--- src/rtl/redmule_tile_boot_ctrl_if.sv ---
// Control-plane bundle between the SoC/testbench and the RedMulE tile boot sequencer.
// The slave modport is the sequencer; the master modport is whoever drives start and monitors the core.
interface redmule_tile_boot_ctrl_if #(
  parameter int unsigned ADDR_W = 32,
  parameter int unsigned DATA_W = 32
);
  logic              start_i;
  logic [31:0]       entry_addr_i;
  logic              mon_w_valid_i;
  logic [ADDR_W-1:0] mon_w_addr_i;
  logic [DATA_W-1:0] mon_w_data_i;
  logic              busy_i;
  logic [31:0]       boot_addr_o;
  logic              fetch_enable_o;
  logic              done_o;
  logic              timeout_o;
  logic [31:0]       exit_code_o;

  modport master (
    output start_i, entry_addr_i, mon_w_valid_i, mon_w_addr_i, mon_w_data_i, busy_i,
    input  boot_addr_o, fetch_enable_o, done_o, timeout_o, exit_code_o
  );

  modport slave (
    input  start_i, entry_addr_i, mon_w_valid_i, mon_w_addr_i, mon_w_data_i, busy_i,
    output boot_addr_o, fetch_enable_o, done_o, timeout_o, exit_code_o
  );
endinterface

--- src/rtl/redmule_tile_boot_ctrl.sv ---
// Boot/run sequencer for a RedMulE tile: settle boot address, enable fetch, catch the EOC
// mailbox write, wait for the engine to drain, and report the exit code (watchdog-guarded).
module redmule_tile_boot_ctrl #(
  parameter int unsigned       ADDR_W         = 32,
  parameter int unsigned       DATA_W         = 32,
  parameter logic [ADDR_W-1:0] EOC_ADDR       = ADDR_W'(32'h2C03_0000),
  parameter int unsigned       SETTLE_CYCLES  = 16,
  parameter int unsigned       TIMEOUT_CYCLES = 1_000_000,
  parameter logic [31:0]       TO_CODE        = 32'hDEAD_0001
) (
  input logic                     clk_i,
  input logic                     rst_ni,
  redmule_tile_boot_ctrl_if.slave bus
);

  typedef enum logic [2:0] {
    ST_IDLE,
    ST_SETUP,
    ST_RUN,
    ST_DRAIN,
    ST_DONE
  } state_e;

  localparam logic [31:0] SETTLE_LAST = 32'(SETTLE_CYCLES - 1);
  localparam bit          WD_EN       = (TIMEOUT_CYCLES != 0);
  localparam logic [31:0] WD_LAST     = WD_EN ? 32'(TIMEOUT_CYCLES - 1) : 32'd0;

  state_e      state_q, state_d;
  logic [31:0] boot_addr_q, boot_addr_d;
  logic        fetch_q, fetch_d;
  logic        done_q, done_d;
  logic        timeout_q, timeout_d;
  logic [31:0] exit_q, exit_d;
  logic [31:0] settle_q, settle_d;
  logic [31:0] wd_q, wd_d;

  logic        eoc_hit;
  logic        wd_expired;
  logic [31:0] wd_inc;

  assign eoc_hit = bus.mon_w_valid_i && (bus.mon_w_addr_i == EOC_ADDR) && (|bus.mon_w_data_i);
  // >= rather than == so a count that passed the limit while entering DRAIN still fires.
  assign wd_expired = WD_EN && (wd_q >= WD_LAST);
  assign wd_inc     = (wd_q == '1) ? wd_q : wd_q + 32'd1;

  always_comb begin
    // NOTE: every combinational output gets a default first so no path can infer a latch.
    state_d     = state_q;
    boot_addr_d = boot_addr_q;
    fetch_d     = fetch_q;
    done_d      = done_q;
    timeout_d   = timeout_q;
    exit_d      = exit_q;
    settle_d    = settle_q;
    wd_d        = wd_q;

    unique case (state_q)
      ST_IDLE, ST_DONE: begin
        if (bus.start_i) begin
          state_d     = ST_SETUP;
          boot_addr_d = bus.entry_addr_i;
          fetch_d     = 1'b0;
          done_d      = 1'b0;
          timeout_d   = 1'b0;
          exit_d      = 32'd0;
          settle_d    = 32'd0;
        end
      end
      ST_SETUP: begin
        fetch_d  = 1'b0;
        wd_d     = 32'd0;
        settle_d = settle_q + 32'd1;
        if (settle_q == SETTLE_LAST) begin
          state_d = ST_RUN;
          fetch_d = 1'b1;
        end
      end
      ST_RUN: begin
        wd_d = wd_inc;
        if (eoc_hit) begin
          state_d = ST_DRAIN;
          exit_d  = 32'(bus.mon_w_data_i);
        end else if (wd_expired) begin
          state_d   = ST_DONE;
          done_d    = 1'b1;
          timeout_d = 1'b1;
          fetch_d   = 1'b0;
          exit_d    = TO_CODE;
        end
      end
      ST_DRAIN: begin
        wd_d = wd_inc;
        if (!bus.busy_i) begin
          state_d = ST_DONE;
          done_d  = 1'b1;
          fetch_d = 1'b0;
        end else if (wd_expired) begin
          state_d   = ST_DONE;
          done_d    = 1'b1;
          timeout_d = 1'b1;
          fetch_d   = 1'b0;
        end
      end
      default: state_d = ST_IDLE;
    endcase
  end

  // NOTE: sequential state uses non-blocking assignments so all registers update together.
  always_ff @(posedge clk_i or negedge rst_ni) begin
    if (!rst_ni) begin
      state_q     <= ST_IDLE;
      boot_addr_q <= 32'd0;
      fetch_q     <= 1'b0;
      done_q      <= 1'b0;
      timeout_q   <= 1'b0;
      exit_q      <= 32'd0;
      settle_q    <= 32'd0;
      wd_q        <= 32'd0;
    end else begin
      state_q     <= state_d;
      boot_addr_q <= boot_addr_d;
      fetch_q     <= fetch_d;
      done_q      <= done_d;
      timeout_q   <= timeout_d;
      exit_q      <= exit_d;
      settle_q    <= settle_d;
      wd_q        <= wd_d;
    end
  end

  assign bus.boot_addr_o    = boot_addr_q;
  assign bus.fetch_enable_o = fetch_q;
  assign bus.done_o         = done_q;
  assign bus.timeout_o      = timeout_q;
  assign bus.exit_code_o    = exit_q;

endmodule
--- src/flat_wrapper.sv ---
// flat-port wrapper written by rule: the top's interface ports become plain ports
module redmule_tile_boot_ctrl_flat 
#(
  parameter int unsigned       ADDR_W         = 32,
  parameter int unsigned       DATA_W         = 32,
  parameter logic [ADDR_W-1:0] EOC_ADDR       = ADDR_W'(32'h2C03_0000),
  parameter int unsigned       SETTLE_CYCLES  = 16,
  parameter int unsigned       TIMEOUT_CYCLES = 1_000_000,
  parameter logic [31:0]       TO_CODE        = 32'hDEAD_0001
)
  (clk_i, rst_ni, bus_start_i, bus_entry_addr_i, bus_mon_w_valid_i, bus_mon_w_addr_i, bus_mon_w_data_i, bus_busy_i, bus_boot_addr_o, bus_fetch_enable_o, bus_done_o, bus_timeout_o, bus_exit_code_o);
  redmule_tile_boot_ctrl_if #(.ADDR_W(ADDR_W), .DATA_W(DATA_W)) bus_i ();
  input logic clk_i;
  input logic rst_ni;
  input wire logic [$bits(bus_i.start_i)-1:0] bus_start_i;
  input wire logic [$bits(bus_i.entry_addr_i)-1:0] bus_entry_addr_i;
  input wire logic [$bits(bus_i.mon_w_valid_i)-1:0] bus_mon_w_valid_i;
  input wire logic [$bits(bus_i.mon_w_addr_i)-1:0] bus_mon_w_addr_i;
  input wire logic [$bits(bus_i.mon_w_data_i)-1:0] bus_mon_w_data_i;
  input wire logic [$bits(bus_i.busy_i)-1:0] bus_busy_i;
  output wire logic [$bits(bus_i.boot_addr_o)-1:0] bus_boot_addr_o;
  output wire logic [$bits(bus_i.fetch_enable_o)-1:0] bus_fetch_enable_o;
  output wire logic [$bits(bus_i.done_o)-1:0] bus_done_o;
  output wire logic [$bits(bus_i.timeout_o)-1:0] bus_timeout_o;
  output wire logic [$bits(bus_i.exit_code_o)-1:0] bus_exit_code_o;
  assign bus_i.start_i = bus_start_i;
  assign bus_i.entry_addr_i = bus_entry_addr_i;
  assign bus_i.mon_w_valid_i = bus_mon_w_valid_i;
  assign bus_i.mon_w_addr_i = bus_mon_w_addr_i;
  assign bus_i.mon_w_data_i = bus_mon_w_data_i;
  assign bus_i.busy_i = bus_busy_i;
  assign bus_boot_addr_o = bus_i.boot_addr_o;
  assign bus_fetch_enable_o = bus_i.fetch_enable_o;
  assign bus_done_o = bus_i.done_o;
  assign bus_timeout_o = bus_i.timeout_o;
  assign bus_exit_code_o = bus_i.exit_code_o;
  redmule_tile_boot_ctrl #(.ADDR_W(ADDR_W), .DATA_W(DATA_W), .EOC_ADDR(EOC_ADDR), .SETTLE_CYCLES(SETTLE_CYCLES), .TIMEOUT_CYCLES(TIMEOUT_CYCLES), .TO_CODE(TO_CODE)) u_core (.clk_i(clk_i), .rst_ni(rst_ni), .bus(bus_i));
endmodule
--- config.mk ---
export PLATFORM = sky130hd
export DESIGN_NAME = redmule_tile_boot_ctrl_flat
export DESIGN_NICKNAME = d
export VERILOG_FILES = /design/src/rtl/redmule_tile_boot_ctrl_if.sv /design/src/rtl/redmule_tile_boot_ctrl.sv /design/src/flat_wrapper.sv
export SDC_FILE = /design/constraint.sdc
export NUM_CORES = 1
export LEC_CHECK = 0
export ABC_AREA = 1
export CAP_MARGIN = 20
export CORE_ASPECT_RATIO = 1.4
export CORE_MARGIN = 2
export CORE_UTILIZATION = 40
export CTS_CLUSTER_DIAMETER = 150
export DETAILED_ROUTE_END_ITERATION = 10
export HOLD_SLACK_MARGIN = 0.06
export PLACE_DENSITY = 0.66
export SYNTH_ARGS = -nofsm -noshare
export SYNTH_HDL_FRONTEND = slang
export SYNTH_SLANG_ARGS = --single-unit
--- constraint.sdc ---
create_clock -name clk_i -period 4.8 [get_ports clk_i]
set_clock_uncertainty 0.05 [all_clocks]
set_input_delay 1.44 -clock clk_i [delete_from_list [all_inputs] [get_ports clk_i]]
set_output_delay 1.44 -clock clk_i [all_outputs]
set_load 0.02 [all_outputs]
==> load_flow_metrics.sql, run 1 <==
INSERT INTO impl_metrics (metric_group, metric, value, unit) VALUES
('worst_setup_path', 'critical_path.most_common_cell', 'sky130_fd_sc_hd__nand2_1', ''),
('final_layout', 'final_layout_size_suffix_gt1_share', '6.672', '%'),
('final_layout', 'finalNonFillerCells', '1458', ''),
('synthesis', 'ys_async_sr_fraction', '100.0', '%'),
('synthesis', 'yosysUniqueCellTypes', '43', ''),
('clocking', 'insertion_delay_of_the_later_clocked_pin_in_the_worst_skew_pair', '0.42', 'ns'),
('power', 'power-per-cell-area', '267.9', 'nW/um2'),
('flow_run', 'drv.max_cap_violation_count', '0', ''),
('worst_setup_path', 'r2r-start', 'u_core.state_q[2]$_DFFE_PN0P_', ''),
('worst_setup_path', 'regToRegEndpoint', 'u_core.bus.exit_code_o[6]$_DFFE_PN0P_', ''),
('final_layout', 'final_cell_mix', 'sky130_fd_sc_hd__nand2_1, sky130_fd_sc_hd__clkdlybuf4s50_1, sky130_fd_sc_hd__dfrtp_1', ''),
('sta', 'hold_viol_final', '0', ''),
('synthesis', 'synthesis.yosys.warnings', '0', ''),
('route', 'post_drt_wl_per_cell', '14.16', 'um'),
('worst_setup_path', 'setup.reg_to_reg.worst_slack', '1.95', 'ns'),
('sta', 'number_of_pins_exceeding_their_max_slew_limit_in_the_final_report', '0', ''),
('synthesis', 'synth_area', '7517', 'um2'),
('clocking', 'numClockSinks', '134', ''),
('place', 'port_buffers', '167', ''),
('clocking', 'tritoncts', 'done', ''),
('power', 'fin_total_pwr', '2.692', 'mW'),
('synthesis', 'synth_sequential_area_ratio', '44.61', '%'),
('worst_setup_path', 'critical-path-top-delay-family', 'simple AND/OR/NAND/NOR gates', ''),
('place', 'place.detailed.instances', '1426', ''),
('synthesis', 'synth.net_count', '1138', ''),
('sta', 'setup_violations', '0', ''),
('worst_setup_path', 'setup.worst_path.end', 'u_core.bus.exit_code_o[11]$_DFFE_PN0P_', ''),
('clocking', 'cts.repair_timing.setup_buffer_count', '0', ''),
('clocking', 'clockBufferDepth', '2', ''),
('sta', 'clock.fmax', '0.2905', 'GHz'),
('worst_setup_path', 'r2r.worst_path.cells', '7', ''),
('route', 'vias', '7307', ''),
('final_layout', 'multi_input_comb_area', '3625', 'um2'),
('floorplan', 'effective_utilization_at_floorplan', '40.57', '%'),
('route', 'drt-pass1-iter-count', '4', ''),
('grt', 'first_global_vias', '7335', ''),
('power', 'largest_vdd_supply_drop', '247.1', 'uV'),
('worst_setup_path', 'worstSetupEndpointType', 'flop', ''),
('worst_setup_path', 'timing.critical_path.buf_inv', '2', ''),
('sta', 'rsz0062_at_grt', 'no', ''),
('synthesis', 'yosys_most_used_dff', 'sky130_fd_sc_hd__dfrtp_1', ''),
('sta', 'tightestPinTransition', '0.9700', 'ns'),
('worst_setup_path', 'crit_path_max_incr_delay', '0.58', 'ns'),
('final_layout', 'sequential_cell_area_in_the_final_layout', '3353', 'um2'),
('sta', 'setup_slack', '1.358', 'ns'),
('route', 'avgViaCountPerCell', '5.012', ''),
('sta', 'setup_tns', '0', 'ns'),
('final_layout', 'syn_to_final_growth', '33.65', '%'),
('worst_setup_path', 'worst-endpoint-arrival', '3.75', 'ns'),
('synthesis', 'synth.top_cells.by_area', 'sky130_fd_sc_hd__dfrtp_1, sky130_fd_sc_hd__nand2_1, sky130_fd_sc_hd__nor2_1', ''),
('worst_setup_path', 'critical_path.slowest_cell', 'sky130_fd_sc_hd__nand2_2', ''),
('power', 'p_leak', '4.745', 'nW'),
('synthesis', 'synth_enable_flop_cells', '0', ''),
('grt', 'maximum_number_of_pins_on_one_net_before_global_route_repair', '105', ''),
('route', 'drt_iter0_drc', '361', ''),
('worst_setup_path', 'setup_crit_path_kind', 'primary input to flop', ''),
('floorplan', 'io_pins', '168', ''),
('clocking', 'cts_made_buffers', '17', ''),
('clocking', 'h-tree-depth', '4', ''),
('place', 'detailedPlacementHpwl', '14970', 'um'),
('worst_setup_path', 'cp-start-kind', 'primary input', ''),
('floorplan', 'vert_die_dim', '166.2', 'um'),
('grt', 'groute.usage.overall', '21.55', '%'),
('worst_hold_path', 'hp-class', 'flop to flop', ''),
('floorplan', 'rows', '59', ''),
('synthesis', 'synth_seq_cells', '134', ''),
('grt', 'grt_pass1_wl', '34870', 'um'),
('final_layout', 'filler_cell_count', '1792', ''),
('status', 'run_status', 'completed', ''),
('floorplan', 'core_region_area', '18530', 'um2'),
('worst_setup_path', 'worstPathRequired', '5.11', 'ns');
-- kinds of logic after synthesis --
logic type,after synthesis,synth area share [%]
DFF,134,44.61
AOI/OAI and AO/OA,85,6.891
adders and majority gates,2,0.3328
buffers and inverters,129,7.174
and+or+nand+nor,660,38.05
muxes,2,0.2663
xor gates and xnor gates,23,2.680
-- synth_stat cells (2+ instances only) --
| cell type | instances |
|---|---|
| sky130_fd_sc_hd__a21o_1 | 2 |
| sky130_fd_sc_hd__a21oi_1 | 17 |
| sky130_fd_sc_hd__and2_1 | 4 |
| sky130_fd_sc_hd__buf_1 | 4 |
| sky130_fd_sc_hd__buf_2 | 8 |
| sky130_fd_sc_hd__buf_4 | 2 |
| sky130_fd_sc_hd__buf_6 | 5 |
| sky130_fd_sc_hd__clkbuf_1 | 9 |
| sky130_fd_sc_hd__dfrtp_1 | 134 |
| sky130_fd_sc_hd__ha_1 | 2 |
| sky130_fd_sc_hd__inv_1 | 98 |
| sky130_fd_sc_hd__inv_2 | 3 |
| sky130_fd_sc_hd__mux2i_1 | 2 |
| sky130_fd_sc_hd__nand2_1 | 360 |
| sky130_fd_sc_hd__nand2_2 | 5 |
| sky130_fd_sc_hd__nand3_1 | 82 |
| sky130_fd_sc_hd__nand3b_1 | 5 |
| sky130_fd_sc_hd__nand4_1 | 37 |
| sky130_fd_sc_hd__nand4_2 | 2 |
| sky130_fd_sc_hd__nor2_1 | 114 |
| sky130_fd_sc_hd__nor2_2 | 7 |
| sky130_fd_sc_hd__nor2_4 | 2 |
| sky130_fd_sc_hd__nor3_1 | 26 |
| sky130_fd_sc_hd__nor3_2 | 2 |
| sky130_fd_sc_hd__o21ai_0 | 35 |
| sky130_fd_sc_hd__o21ai_1 | 11 |
| sky130_fd_sc_hd__o22ai_1 | 6 |
| sky130_fd_sc_hd__o22ai_2 | 8 |
| sky130_fd_sc_hd__or2_2 | 8 |
| sky130_fd_sc_hd__xnor2_1 | 5 |
| sky130_fd_sc_hd__xor2_1 | 18 |
-- flip-flops by register name, indices dropped and copies added (netlist names) --
register,cells
u_core.settle_q,32
u_core.bus.boot_addr_o,32
u_core.wd_q,32
u_core.bus.done_o,1
u_core.bus.exit_code_o,32
u_core.bus.timeout_o,1
u_core.bus.fetch_enable_o,1
u_core.state_q,3
-- worst register-to-register path: cells and delay by family, from the launching register on --
| kind | cells | cell delay, ns |
|---|---|---|
| buffers and inverters | 3 | 1.33 |
| and+or+nand+nor | 4 | 0.95 |
| DFF | 1 | 0.46 |
-- worst min-delay path by stage --
stage                     slack, ns                                endpoint                                    from  depth (start not counted)
final                          0.42  u_core.bus.exit_code_o[10]$_DFFE_PN0P_  u_core.bus.exit_code_o[10]$_DFFE_PN0P_                          2
after CTS                      0.42  u_core.bus.exit_code_o[26]$_DFFE_PN0P_  u_core.bus.exit_code_o[26]$_DFFE_PN0P_                          2
after global placement         0.40  u_core.bus.exit_code_o[26]$_DFFE_PN0P_  u_core.bus.exit_code_o[26]$_DFFE_PN0P_                          2
after floorplan                0.42          u_core.settle_q[0]$_DFFE_PN0P_          u_core.settle_q[0]$_DFFE_PN0P_                          1
after detailed placement       0.41  u_core.bus.exit_code_o[26]$_DFFE_PN0P_  u_core.bus.exit_code_o[26]$_DFFE_PN0P_                          2
after global routing           0.44  u_core.bus.exit_code_o[10]$_DFFE_PN0P_  u_core.bus.exit_code_o[10]$_DFFE_PN0P_                          2
-- routing by layer --
metal,share of wire [%],track usage (%),wire length [um],up-vias
li1,-,-,-,3655
met4,3.0,9.412,629,0
met2,52,37.91,10650,201
met5,0,0,0,-
met1,41,25.03,8450,3407
met3,4.4,4.602,914,44
-- final cells by class --
| class | count | share of cell area [%] |
|---|---|---|
| clock inverters | 11 | 1.706 |
| well taps | 244 | 3.039 |
| inverters | 101 | 3.773 |
| flip-flops and latches | 134 | 33.38 |
| repair buffers | 175 | 17.25 |
| multi-input cells | 772 | 36.08 |
| clock buffers | 21 | 4.782 |
-- power breakdown --
group	switching [mW]	internal [mW]	total, mW
combinational	0.0504	0.0782	0.129
clock	0.508	0.925	1.43
sequential	0	1.13	1.13
Power figures use the tool's default switching activity.
==> inputs of run 2 (changes only) <==
Settings changed: PLACE_DENSITY 0.66 to 0.68.
Clock period 4.8 ns to 3 ns, I/O delays scaled along.
==> run 2 against run 1 <==
Compared with the run above: sequential power increased by 60%; power increased by 56%; setup slack got worse by 0.76 ns; cell area increased by 0.82%; worst hold slack got worse by 0.017 ns; sequential cell count unchanged.
==> load_flow_metrics.sql, run 2 (synthesis gave the netlist of run 1 again) <==
INSERT INTO impl_metrics (metric_group, metric, value, unit) VALUES
('status', 'run_status', 'completed', ''),
('power', 'switching_share', '21.19', '%'),
('clocking', 'cts.repair_timing.setup_buffer_count', '0', ''),
('sta', 'setup_tns', '0', 'ns'),
('place', 'port_buffers', '167', ''),
('route', 'route.final.wire_length', '20370', 'um'),
('floorplan', 'core_region_area', '18530', 'um2'),
('final_layout', 'antenna-diode-count', '0', ''),
('floorplan', 'io_pins', '168', ''),
('clocking', 'clockBufferDepth', '2', ''),
('grt', 'grt_pass1_wl', '34560', 'um'),
('worst_setup_path', 'critical_path.slowest_cell', 'sky130_fd_sc_hd__clkdlybuf4s50_1', ''),
('grt', 'grt_antenna_before_repair', '0', ''),
('grt', 'first_global_vias', '7264', ''),
('route', 'post_drt_wl_per_cell', '13.88', 'um'),
('clocking', 'clk_transition_reported_paths', '0.06', 'ns'),
('worst_setup_path', 'crit_path_max_fanout', '2', ''),
('power', 'sequentialPowerShare', '43.1', '%'),
('worst_setup_path', 'crit_path_max_incr_delay', '0.64', 'ns'),
('worst_setup_path', 'timing.critical_path.buf_inv', '1', ''),
('sta', 'tightestPinTransition', '0.6037', 'ns'),
('power', 'intPower', '3.307', 'mW'),
('clocking', 'numClockSinks', '134', ''),
('sta', 'hold_slack', '0.4028', 'ns'),
('place', 'detailedPlacementHpwl', '14980', 'um'),
('power', 'power-per-cell-area', '414.3', 'nW/um2'),
('clocking', 'h-tree-depth', '4', ''),
('route', 'drt-pass1-iter-count', '5', ''),
('worst_setup_path', 'worstPathRequired', '2.05', 'ns'),
('sta', 'setup_violations', '0', ''),
('floorplan', 'die_width', '119.9', 'um'),
('clocking', 'insertion_delay_of_the_later_clocked_pin_in_the_worst_skew_pair', '0.42', 'ns'),
('clocking', 'tritoncts', 'done', ''),
('route', 'drt_iter0_drc', '366', ''),
('route', 'vias', '7258', ''),
('worst_setup_path', 'cp-start-kind', 'flop', ''),
('worst_setup_path', 'worst-endpoint-arrival', '1.45', 'ns'),
('clocking', 'ctsHoldBuffers', '0', ''),
('place', 'gpl.final_weighted_congestion', '0.9496', ''),
('power', 'clock_power_share', '51.9', '%'),
('route', 'antenna_violating_nets_post_route', '0', ''),
('worst_setup_path', 'worstSetupEndpointType', 'output pin', ''),
('final_layout', 'layout_commonest_cell', 'sky130_fd_sc_hd__nand2_1', ''),
('sta', 'number_of_pins_exceeding_their_max_slew_limit_in_the_final_report', '0', ''),
('route', 'avgViaCountPerCell', '4.948', ''),
('final_layout', 'finish.net_count', '1313', ''),
('floorplan', 'rows', '59', ''),
('clocking', 'cts-resized-gates', '0', ''),
('floorplan', 'vert_die_dim', '166.2', 'um'),
('final_layout', 'final_layout_size_suffix_gt1_share', '7.359', '%'),
('floorplan', 'effective_utilization_at_floorplan', '40.57', '%'),
('clocking', 'cts_made_buffers', '17', ''),
('final_layout', 'finish.instance_area', '10130', 'um2'),
('sta', 'worst_slew_margin_rel', '59.71', '%'),
('final_layout', 'final_cell_mix', 'sky130_fd_sc_hd__nand2_1, sky130_fd_sc_hd__clkdlybuf4s50_1, sky130_fd_sc_hd__dfrtp_1', ''),
('sta', 'final.period_utilization', '80.10', '%'),
('power', 'power.switching', '889.1', 'uW'),
('sta', 'hold_viol_final', '0', ''),
('worst_hold_path', 'hp-class', 'primary input to async pin', ''),
('flow_run', 'drv.max_cap_violation_count', '0', ''),
('power', 'largest_vdd_supply_drop', '307.6', 'uV'),
('grt', 'maximum_number_of_pins_on_one_net_before_global_route_repair', '58', ''),
('floorplan', 'die-area', '19920', 'um2'),
('route', 'detail_route.drc_violations', '0', ''),
('worst_setup_path', 'setup_crit_path_kind', 'flop to output pin', ''),
('grt', 'groute.usage.overall', '21.34', '%'),
('clocking', 'ctsRootBufferMaster', 'sky130_fd_sc_hd__clkbuf_16', ''),
('power', 'comb_power_share', '5.0', '%'),
('worst_setup_path', 'path_cells', 'clkdlybuf4s50_1', ''),
('place', 'dpl_cell_area', '9513', 'um2'),
('grt', 'grt-ovfl-total', '0', ''),
('final_layout', 'syn_to_final_growth', '34.75', '%'),
('power', 'p_leak', '4.790', 'nW'),
('worst_setup_path', 'critical-path-top-delay-family', 'buffers and inverters', ''),
('power', 'fin_total_pwr', '4.197', 'mW'),
('sta', 'clock.fmax', '0.4162', 'GHz'),
('sta', 'fin_crit', '2.403', 'ns'),
('sta', 'rsz0062_at_grt', 'no', '');
## run 2: cell types whose count changed in the layout (fill, tap and decap cells not counted), sizes merged
cell | before | now
bufinv | 4 | 3
buf | 9 | 18
clkinvlp | 2 | 3
clkbuf | 21 | 20
inv | 101 | 102
## run 2: final timing paths
path / from / cells after the start / slack (ns) / to
worst min-delay path: rst_ni / 1 / 0.40 / u_core.settle_q[9]$_DFFE_PN0P_
worst max register to register: u_core.wd_q[0]$_DFFE_PN0P_ / 10 / 0.73 / u_core.wd_q[13]$_DFFE_PN0P_
min in group clk_i: u_core.bus.exit_code_o[14]$_DFFE_PN0P_ / 2 / 0.42 / u_core.bus.exit_code_o[14]$_DFFE_PN0P_
max in group asynchronous: rst_ni / 2 / 1.85 / u_core.wd_q[27]$_DFFE_PN0P_
worst max-delay path: u_core.bus.done_o$_DFFE_PN0P_ / 1 / 0.60 / bus_done_o
worst min register to register: u_core.bus.exit_code_o[14]$_DFFE_PN0P_ / 2 / 0.42 / u_core.bus.exit_code_o[14]$_DFFE_PN0P_
## run 2: layout make-up
cell class	count	area, um2
Fill cell	1779	8399
Multi-Input combinational cell	772	3625
Sequential cell	134	3353
Timing Repair Buffer	184	1851
Clock buffer	20	466.7
Inverter	101	379.1
Tap cell	244	305.3
Clock inverter	12	150.1
## run 2: layer usage
metal	GRT usage [%]	up-vias	part of all wire [%]
li1	-	3674	-
met3	3.984	36	4.5
met5	0	-	0
met2	38.21	192	52
met4	8.491	0	2.4
met1	24.92	3356	41
## run 2: power groups by stage
stage / clock [mW] / combinational [mW] / sequential (mW)
3_3_place_gp: 0 / 0.213 / 1.84
2_1_floorplan: 0 / 0.0229 / 1.84
3_5_place_dp: 0 / 0.213 / 1.84
6_report: 2.18 / 0.210 / 1.81
5_1_grt: 2.32 / 0.233 / 1.81
4_1_cts: 2.21 / 0.214 / 1.81
## run 2: through the flow
stage               util (%)  setup slack [ns]  std cells
floorplan                  -            0.8788       1035
global placement       51.34            0.3112       1435
detailed placement     51.34            0.2459       1435
CTS                    54.67            0.5819       1467
global route           54.67            0.5411       1467
finish                 54.67            0.5971       1467
==> inputs of run 3 (changes only) <==
Clock period 3 ns to 2.03 ns, I/O delays scaled along.
==> run 3 against run 2 <==
Compared with the run above: the run now ends with negative setup slack left; clock-buffer cell count decreased by 1; critical endpoint is now u_core.bus.exit_code_o[17]$_DFFE_PN0P_; worst hold slack better by 0.011 ns; cell area grew 6.1%; die area unchanged; sequential power up 48%.
==> load_flow_metrics.sql, run 3 (synthesis gave the netlist of run 1 again) <==
INSERT INTO impl_metrics (metric_group, metric, value, unit) VALUES
('status', 'run_status', 'finished with violations', ''),
('status', 'failed_checks', 'negative setup slack', ''),
('grt', 'first_global_vias', '7581', ''),
('worst_hold_path', 'worst_hold_path.num_cells', '2', ''),
('grt', 'grt_antenna_before_repair', '0', ''),
('worst_setup_path', 'crit_path_max_incr_delay', '0.45', 'ns'),
('route', 'drt_iter0_drc', '411', ''),
('worst_setup_path', 'regToRegEndpoint', 'u_core.bus.exit_code_o[17]$_DFFE_PN0P_', ''),
('route', 'drt-pass1-iter-count', '4', ''),
('route', 'post_drt_wl_per_cell', '14.25', 'um'),
('sta', 'clock.fmax', '0.4856', 'GHz'),
('clocking', 'tritoncts', 'done', ''),
('final_layout', 'final_core_utilization', '57.98', '%'),
('power', 'largest_vdd_supply_drop', '509.0', 'uV'),
('floorplan', 'io_pins', '168', ''),
('floorplan', 'core_region_area', '18530', 'um2'),
('sta', 'rsz0062_at_grt', 'yes', ''),
('worst_setup_path', 'cp-start-kind', 'primary input', ''),
('final_layout', 'layout_commonest_cell', 'sky130_fd_sc_hd__nand2_1', ''),
('worst_hold_path', 'hp-class', 'flop to flop', ''),
('final_layout', 'filler_cell_count', '1715', ''),
('floorplan', 'effective_utilization_at_floorplan', '40.57', '%'),
('sta', 'final.period_utilization', '101.4', '%'),
('sta', 'setup_violations', '1', ''),
('worst_setup_path', 'worstPathRequired', '2.28', 'ns'),
('worst_hold_path', 'worstHoldEndpoint', 'u_core.bus.exit_code_o[20]$_DFFE_PN0P_', ''),
('final_layout', 'antenna-diode-count', '0', ''),
('place', 'place.detailed.instances', '1481', ''),
('floorplan', 'rows', '59', ''),
('place', 'dpl_cell_area', '9896', 'um2'),
('sta', 'setup_slack', '-0.02940', 'ns'),
('final_layout', 'finalNonFillerCells', '1526', ''),
('final_layout', 'finish.instance_area', '10740', 'um2'),
('clocking', 'h-tree-depth', '4', ''),
('power', 'power-per-cell-area', '573.2', 'nW/um2'),
('worst_setup_path', 'critical_path.slowest_cell', 'sky130_fd_sc_hd__clkdlybuf4s50_1', ''),
('power', 'p_leak', '5.596', 'nW'),
('worst_setup_path', 'setup.reg_to_reg.worst_slack', '0.10', 'ns'),
('grt', 'maximum_number_of_pins_on_one_net_before_global_route_repair', '37', ''),
('worst_setup_path', 'setup_crit_path_kind', 'primary input to flop', ''),
('flow_run', 'drv.max_cap_violation_count', '0', ''),
('worst_setup_path', 'worst-endpoint-arrival', '2.31', 'ns'),
('sta', 'worst_slew_margin_rel', '67.13', '%'),
('final_layout', 'syn_to_final_growth', '42.91', '%'),
('worst_setup_path', 'path_cells', 'clkdlybuf4s50_1 > nor2_2 > nand2_1 > nor2_2 > nand3_2 > nor2_4 > buf_12 > nand2_2 > nand4_4 > nand2_4 > clkbuf_16 > nand2_1 > nand2_1', ''),
('clocking', 'cts_made_buffers', '17', ''),
('place', 'detailedPlacementHpwl', '15670', 'um'),
('worst_setup_path', 'r2r-start', 'u_core.wd_q[1]$_DFFE_PN0P_', ''),
('floorplan', 'die_width', '119.9', 'um'),
('worst_setup_path', 'critical_path.most_common_cell', 'sky130_fd_sc_hd__nand2_1', ''),
('final_layout', 'final_layout_size_suffix_gt1_share', '13.73', '%'),
('worst_setup_path', 'worstSetupEndpointType', 'flop', ''),
('route', 'avgViaCountPerCell', '4.965', ''),
('final_layout', 'final_cell_mix', 'sky130_fd_sc_hd__nand2_1, sky130_fd_sc_hd__dfrtp_1, sky130_fd_sc_hd__nor2_1, sky130_fd_sc_hd__inv_1, sky130_fd_sc_hd__clkdlybuf4s50_1', ''),
('grt', 'grt-ovfl-total', '0', ''),
('clocking', 'ctsRootBufferMaster', 'sky130_fd_sc_hd__clkbuf_16', ''),
('sta', 'fin_crit', '2.059', 'ns'),
('route', 'detail_route.drc_violations', '0', ''),
('route', 'route.final.wire_length', '21740', 'um'),
('clocking', 'insertion_delay_of_the_later_clocked_pin_in_the_worst_skew_pair', '0.42', 'ns'),
('grt', 'groute.usage.overall', '22.12', '%'),
('route', 'vias', '7576', ''),
('place', 'gpl.final_weighted_congestion', '0.9489', ''),
('grt', 'grt_pass1_wl', '35620', 'um'),
('floorplan', 'vert_die_dim', '166.2', 'um'),
('worst_setup_path', 'crit_path_max_fanout', '8', ''),
('clocking', 'clockBufferDepth', '2', ''),
('sta', 'number_of_pins_exceeding_their_max_slew_limit_in_the_final_report', '0', ''),
('worst_hold_path', 'hold_start', 'u_core.bus.exit_code_o[20]$_DFFE_PN0P_', ''),
('clocking', 'numClockSinks', '134', ''),
('route', 'antenna_violating_nets_post_route', '0', ''),
('worst_setup_path', 'r2r.worst_path.cells', '13', ''),
('place', 'port_buffers', '167', ''),
('final_layout', 'finish.net_count', '1372', ''),
('sta', 'hold_viol_final', '0', ''),
('floorplan', 'die-area', '19920', 'um2'),
('clocking', 'clk_transition_reported_paths', '0.06', 'ns'),
('sta', 'tightestPinTransition', '0.4893', 'ns');
-- run 3: metal layers --
metal,track usage (%),routed length [um],vias up
li1,-,-,3794
met1,25.19,8641,3513
met2,39.90,11300,212
met3,4.224,942,57
met4,9.565,856,0
met5,0,0,-
-- run 3: area by class of cell --
type | count | area [um2] | share of cell area [%]
multi-input combinational | 772 | 3769 | 35.08
sequential | 134 | 3353 | 31.21
timing repair buffer | 243 | 2336 | 21.74
clock buffer | 19 | 452.9 | 4.216
inverter | 101 | 381.6 | 3.552
tap | 244 | 305.3 | 2.842
clock inverter | 13 | 145.1 | 1.351
-- run 3: metrics by stage --
stage / hold WS (ns) / worst slack [ns] / total power [mW] / TNS, ns
floorplan: 0.2634 / 0.1998 / 2.754 / 0
global placement: 0.4046 / -0.3845 / 3.079 / -13.56
detailed placement: 0.4087 / -0.4556 / 3.080 / -15.61
CTS: 0.4195 / 0.001499 / 6.212 / 0
global route: 0.4378 / -0.1429 / 6.383 / -2.656
finish: 0.4141 / -0.02940 / 6.158 / -0.02940
-- run 3: worst max path at each step --
| stage | startpoint | end | slack [ns] |
|---|---|---|---|
| floorplan | bus_mon_w_addr_i[5] | u_core.bus.exit_code_o[11]$_DFFE_PN0P_ | 0.20 |
| global placement | bus_mon_w_valid_i | u_core.bus.exit_code_o[6]$_DFFE_PN0P_ | -0.38 |
| detailed placement | bus_mon_w_addr_i[5] | u_core.bus.exit_code_o[19]$_DFFE_PN0P_ | -0.46 |
| CTS | u_core.bus.exit_code_o[11]$_DFFE_PN0P_ | bus_exit_code_o[11] | 0.001 |
| global route | bus_mon_w_addr_i[6] | u_core.bus.exit_code_o[17]$_DFFE_PN0P_ | -0.14 |
| finish | bus_mon_w_addr_i[6] | u_core.bus.exit_code_o[17]$_DFFE_PN0P_ | -0.03 |
-- run 3: what timing repair did --
action / 4_1_cts / 5_1_grt
gates resized for setup: 72 / 51
setup buffers: 1 / 8
pin swaps: 2 / 22
hold buffers: 1 / 0
gates cloned: 0 / 3
endpoints found under the setup margin: 81 / 64
endpoints found under the hold margin: 28 / 0
-- run 3: report_power, final --
group / internal (mW) / switching [mW] / leakage [nW] / total (mW)
Combinational: 0.236 / 0.143 / 3.58 / 0.379
Clock: 1.89 / 1.22 / 0.287 / 3.11
Sequential: 2.67 / 0 / 1.73 / 2.67
-- run 3: worst max-delay path, delay by kind of cell --
kind | cells | cell delay, ns
buffers and inverters | 3 | 0.74
AND/OR/NAND/NOR | 10 | 0.96
